$ cat config.mk
export PLATFORM = sky130hd
export DESIGN_NAME = row_scanner
export DESIGN_NICKNAME = d
export VERILOG_FILES = /design/src/rtl/row_scanner.sv
export SDC_FILE = /design/constraint.sdc
export NUM_CORES = 1
export LEC_CHECK = 0
export CAP_MARGIN = 20
export CELL_PAD_IN_SITES_DETAIL_PLACEMENT = 1
export CELL_PAD_IN_SITES_GLOBAL_PLACEMENT = 2
export CORE_UTILIZATION = 35
export CTS_BUF_LIST = sky130_fd_sc_hd__clkbuf_4 sky130_fd_sc_hd__clkbuf_8
export CTS_CLUSTER_SIZE = 20
export DETAILED_ROUTE_END_ITERATION = 7
export HOLD_SLACK_MARGIN = 0.1
export PLACE_DENSITY = 0.85
export SLEW_MARGIN = 20
export SYNTH_ARGS = -nofsm -noshare
export SYNTH_HDL_FRONTEND = slang
export SYNTH_SLANG_ARGS = --single-unit
$ cat constraint.sdc
create_clock -name clk -period 9.55 [get_ports clk]
set_input_delay 0.955 -clock clk [delete_from_list [all_inputs] [get_ports clk]]
set_output_delay 0.955 -clock clk [all_outputs]
set_load 0.03 [all_outputs]
$ cat src/rtl/row_scanner.sv
// row_scanner: drives a one-hot (or two-hot when binning) line select that
// walks from start_line to stop_line in increments of step, holding each line
// for dwell+1 cycles. A one-cycle done pulse marks normal completion and a
// one-cycle err pulse marks a rejected start request.
//
// Handshake: start is a level sampled only while the scanner is idle. There is
// no ready signal. A start issued in IDLE is either accepted, so that busy rises
// on the next cycle, or rejected, so that err pulses on the next cycle. A start
// issued at any other time is dropped. abort takes precedence over everything
// else.
module row_scanner #(
    parameter int WIDTH   = 8,
    parameter int DWELL_W = 8,
    localparam int IDX_W  = $clog2(WIDTH)
) (
    input  logic               clk,
    input  logic               reset,
    input  logic               enable,
    input  logic               start,
    input  logic               abort,
    input  logic [IDX_W-1:0]   start_line,
    input  logic [IDX_W-1:0]   stop_line,
    input  logic [IDX_W-1:0]   step,
    input  logic               bin,
    input  logic [DWELL_W-1:0] dwell,
    output logic [WIDTH-1:0]   out,
    output logic [IDX_W-1:0]   line_idx,
    output logic               line_strobe,
    output logic               busy,
    output logic               done,
    output logic               err,
    output logic [1:0]         state_dbg
);

    localparam logic [1:0] S_IDLE = 2'd0;
    localparam logic [1:0] S_SCAN = 2'd1;
    localparam logic [1:0] S_DONE = 2'd2;

    // Highest legal line index, one bit wider so the range check cannot wrap.
    localparam logic [IDX_W:0] MAX_LINE = (IDX_W+1)'(WIDTH - 1);

    // Registered state.
    logic [1:0]         state_q,  state_d;
    logic [WIDTH-1:0]   sel_q,    sel_d;
    logic [IDX_W-1:0]   idx_q,    idx_d;
    logic [DWELL_W-1:0] cnt_q,    cnt_d;
    logic               strobe_q, strobe_d;
    logic               busy_q,   busy_d;
    logic               done_q,   done_d;
    logic               err_q,    err_d;

    // Configuration captured when a scan is accepted.
    logic [IDX_W-1:0]   start_q, start_d;
    logic [IDX_W-1:0]   stop_q,  stop_d;
    logic [IDX_W-1:0]   step_q,  step_d;
    logic               bin_q,   bin_d;
    logic [DWELL_W-1:0] dwell_q, dwell_d;

    // Helper terms.
    logic               cfg_ok;
    logic [IDX_W-1:0]   step_eff;
    logic [IDX_W:0]     next_line;
    logic               last_cycle_of_line;

    // Select pattern for a line. With binning the neighbour above is also set,
    // except on the top line, where there is no wrap back to line 0.
    function automatic logic [WIDTH-1:0] line_mask(input logic [IDX_W-1:0] idx,
                                                   input logic             two);
        logic [WIDTH-1:0] m;
        m = '0;
        for (int i = 0; i < WIDTH; i++) begin
            if (i == int'(idx) || (two && (i == int'(idx) + 1))) begin
                m[i] = 1'b1;
            end
        end
        return m;
    endfunction

    // A request is legal when the range is ordered and stays on the array.
    assign cfg_ok = ({1'b0, start_line} <= {1'b0, stop_line}) &&
                    ({1'b0, stop_line} <= MAX_LINE);

    // A step of zero would stall the scan, so it is treated as one.
    assign step_eff = (step_q == '0) ? IDX_W'(1) : step_q;

    // The next line is computed one bit wider so overshooting the top ends the scan.
    assign next_line = {1'b0, idx_q} + {1'b0, step_eff};

    assign last_cycle_of_line = (cnt_q == dwell_q);

    // Next-state and next-output logic for the IDLE/SCAN/DONE controller.
    always_comb begin
        state_d  = state_q;
        sel_d    = sel_q;
        idx_d    = idx_q;
        cnt_d    = cnt_q;
        strobe_d = 1'b0;
        busy_d   = busy_q;
        done_d   = 1'b0;
        err_d    = 1'b0;
        start_d  = start_q;
        stop_d   = stop_q;
        step_d   = step_q;
        bin_d    = bin_q;
        dwell_d  = dwell_q;

        case (state_q)
            S_IDLE: begin
                sel_d  = '0;
                busy_d = 1'b0;
                // abort while idle does nothing except swallow a same-cycle start.
                if (start && !abort) begin
                    if (cfg_ok) begin
                        start_d  = start_line;
                        stop_d   = stop_line;
                        step_d   = step;
                        bin_d    = bin;
                        dwell_d  = dwell;
                        state_d  = S_SCAN;
                        idx_d    = start_line;
                        sel_d    = line_mask(start_line, bin);
                        cnt_d    = '0;
                        strobe_d = 1'b1;
                        busy_d   = 1'b1;
                    end else begin
                        err_d = 1'b1;
                    end
                end
            end

            S_SCAN: begin
                if (abort) begin
                    state_d = S_IDLE;
                    sel_d   = '0;
                    busy_d  = 1'b0;
                    cnt_d   = '0;
                end else if (last_cycle_of_line) begin
                    if (next_line > {1'b0, stop_q}) begin
                        // Past the last permitted line: finish, keep line_idx.
                        state_d = S_DONE;
                        sel_d   = '0;
                        busy_d  = 1'b0;
                        done_d  = 1'b1;
                        cnt_d   = '0;
                    end else begin
                        idx_d    = next_line[IDX_W-1:0];
                        sel_d    = line_mask(next_line[IDX_W-1:0], bin_q);
                        cnt_d    = '0;
                        strobe_d = 1'b1;
                    end
                end else begin
                    cnt_d = cnt_q + DWELL_W'(1);
                end
            end

            S_DONE: begin
                // Single-cycle state: always returns to IDLE. An abort here
                // lands in the same place.
                state_d = S_IDLE;
                sel_d   = '0;
                busy_d  = 1'b0;
            end

            default: begin
                state_d = S_IDLE;
                sel_d   = '0;
                busy_d  = 1'b0;
                cnt_d   = '0;
            end
        endcase
    end

    // State and output registers, cleared asynchronously by the active-low reset.
    always_ff @(posedge clk or negedge reset) begin
        if (!reset) begin
            state_q  <= S_IDLE;
            sel_q    <= '0;
            idx_q    <= '0;
            cnt_q    <= '0;
            strobe_q <= 1'b0;
            busy_q   <= 1'b0;
            done_q   <= 1'b0;
            err_q    <= 1'b0;
            start_q  <= '0;
            stop_q   <= '0;
            step_q   <= '0;
            bin_q    <= 1'b0;
            dwell_q  <= '0;
        end else begin
            state_q  <= state_d;
            sel_q    <= sel_d;
            idx_q    <= idx_d;
            cnt_q    <= cnt_d;
            strobe_q <= strobe_d;
            busy_q   <= busy_d;
            done_q   <= done_d;
            err_q    <= err_d;
            start_q  <= start_d;
            stop_q   <= stop_d;
            step_q   <= step_d;
            bin_q    <= bin_d;
            dwell_q  <= dwell_d;
        end
    end

    // enable only masks the pins. The scan keeps running underneath.
    assign out         = enable ? sel_q : '0;
    assign line_idx    = idx_q;
    assign line_strobe = strobe_q;
    assign busy        = busy_q;
    assign done        = done_q;
    assign err         = err_q;
    assign state_dbg   = state_q;

endmodule

==> run metrics <==
Clk Latency, worst-skew pair=~300 ps; Final HPWL DP=about 4.5 mm; leakage power=roughly 1.2 nW; WHS=around 470 ps; Rows=29; Yosys warnings=0; ys async rst share=1.00; Die W=~84 um; DIE AREA=7120 um2; Inserted Clock Buffers=5; Seq/Total Area, Yosys=0.421; Max Slew Vio Count=0; critical path class=reg2reg; Clock Power Share=0.128; Residual DRC=6; worst-path fanout max=9; Worst-path clk slew=80 ps; Final WS setup=approximately 6000 ps; Filler cells=755; number of max-cap violations=0; combinational share of power=0.581; wire per inst=16.2 um; total number of vias=between 1500 and 2000; CP Capture Type=register; f_max=0.286 GHz; maximum clock path buffer count=2; initial antenna violation count=0; RSZ-0062 raised after global routing=no; Placed Area=~2800 um2; Core Footprint=around 6500 um2; failing checks=DRC; post_cts resized=0; DRT iter0 DRCs=between 70 and 80; commonest non-fill, non-tap cells in the layout=dfrtp_1, clkdlybuf4s50_1, nand2_1; ratio of cells with drive above 1 in the final layout=0.131; post-synth cell types=43; Max rail drop VDD=approximately 0.11 mV; PnR Total Power=around 940 uW; Critical Path AT=between 3000 and 4000 ps; worst hold-check path type=reg2reg; grt total ovfl=0; Syn Nets=roughly 280; drt pass-1 iters=6; final setup violating endpoints=0; Initial Utilization=0.368; P_sw=about 420 uW; Hold Violations, Final=0; Final Skew=roughly 5.0 ps; Final nets=between 300 and 400; max_slew headroom=0.396; root buf cell=clkbuf_8; IO buf count=39; gpl congestion=a little under 0.8; synthesized area=~2400 um2; Post-CTS Hold Fix Bufs=0; I/O Pins=40; post-synthesis average cell area=between 9 and 10 um2; Sw Share=0.453; Post-synth EDFFs=0; PwrDens=321 nW/um2; #FFs+latches synth=40; Startpoint Class=register; largest net degree at the start of global routing=41; Post-Place Worst Slack=6070 ps; sequential share of power=0.291; setup bufs post-CTS=0; TritonCTS clock tree=done; TritonCTS Sinks=40; commonest non-fill, non-tap cell in the layout=dfrtp_1; status=complete, but fails checks; H-tree Lvls=2; Tmin final=roughly 3500 ps; number of global-route vias before repair=approximately 2100; total track usage=0.178; setup TNS=0 ps; internal cell power=about 510 uW; Worst Max-Slew Pin Slew=about 910 ps; Post-Route WL=~5.8 mm; Period Utilization, post-route=0.366; Cells after Synth=240; routed vias/inst=roughly 5.4; die extent in y=~84 um; final antenna-violating net count=0; commonest register cell after synthesis=dfrtp_1; Syn-to-layout area delta=22.8%; fin area=approximately 2900 um2; CP required=between 9000 and 10000 ps; Antenna diodes=0; first-pass GRT wire length=around 10 mm
worst max-delay path, stage by stage (launching register included):
cell and delay [ps]:
dfrtp_1 370, o21bai_1 150, ha_1 210, fa_1 400, xnor2_1 460, inv_1 190
ha_1 330, o21ai_0 340, o211ai_2 260, o21ai_2 310, mux2_2 360
flip-flops by register name (all words and copies together), names as in the netlist:
register     count
line_idx         3
state_dbg        2
line_strobe      1
bin_q            1
sel_q            8
step_q           3
err              1
busy             1
dwell_q          8
stop_q           3
cnt_q            8
done             1
stage by stage:
stage | utilization | cells
floorplan | - | 240
global placement | 0.437 | 351
detailed placement | 0.437 | 351
CTS | 0.452 | 359
global route | 0.452 | 359
finish | 0.452 | 359
path summary, 6_finish.rpt:
check,from,endpoint,slack (ps),cells past startpoint
min reg2reg,sel_q[3],sel_q[3],470,2
min in group asynchronous,reset,step_q[0],790,1
max reg2reg,step_q[0],line_idx[0],6060,10
max,step_q[0],line_idx[0],6060,10
min,sel_q[3],sel_q[3],470,2
max in group asynchronous,reset,sel_q[7],8210,1
cell usage after synthesis (3+ instances only):
library cell / instances / share of area
a21oi_1: 9 / 0.019
a31oi_1: 10 / 0.026
and2_1: 11 / 0.029
dfrtp_1: 40 / 0.42
ha_1: 13 / 0.068
inv_1: 16 / 0.025
mux2_2: 17 / 0.081
nand2_1: 18 / 0.028
nand2b_1: 5 / 0.013
nand3_1: 7 / 0.015
nor2_1: 15 / 0.024
nor3_1: 3 / 0.0063
o21ai_0: 15 / 0.032
o21ai_1: 4 / 0.0084
o21ai_2: 4 / 0.015
o22a_1: 4 / 0.015
xnor2_1: 10 / 0.037
area by class of cell:
type                       instances  area, um2  area share
clock buffer                       6       82.6      0.0283
clock inverter                     2       10.0     0.00343
inverter                          16       60.1      0.0206
multi-input combinational        178       1270       0.437
sequential                        40       1000       0.343
tap                               77       96.3      0.0330
timing repair buffer              40        393       0.135
logic make-up after synthesis:
logic type	synth area share
fa+ha+maj	0.0769
buf+inv	0.0421
xor+xnor	0.0369
simple gates	0.147
compound gates	0.187
flops	0.421
mux	0.0890
metal layers:
layer | GRT usage | vias to the layer above | wire [um]
met5 | 0 | - | 0
met1 | 0.229 | 958 | 2670
met2 | 0.311 | 33 | 2880
met3 | 0.0305 | 7 | 194
met4 | 0.0462 | 0 | 57
li1 | - | 937 | -
power groups by stage:
stage	Clock (mW)	Combinational (mW)	Sequential (mW)
after CTS	0.123	0.548	0.275
after global placement	0	0.532	0.275
after detailed placement	0	0.545	0.279
after global routing	0.129	0.610	0.283
after floorplan	0	0.385	0.283
final	0.120	0.544	0.273
(Power assumes the default switching activity.)
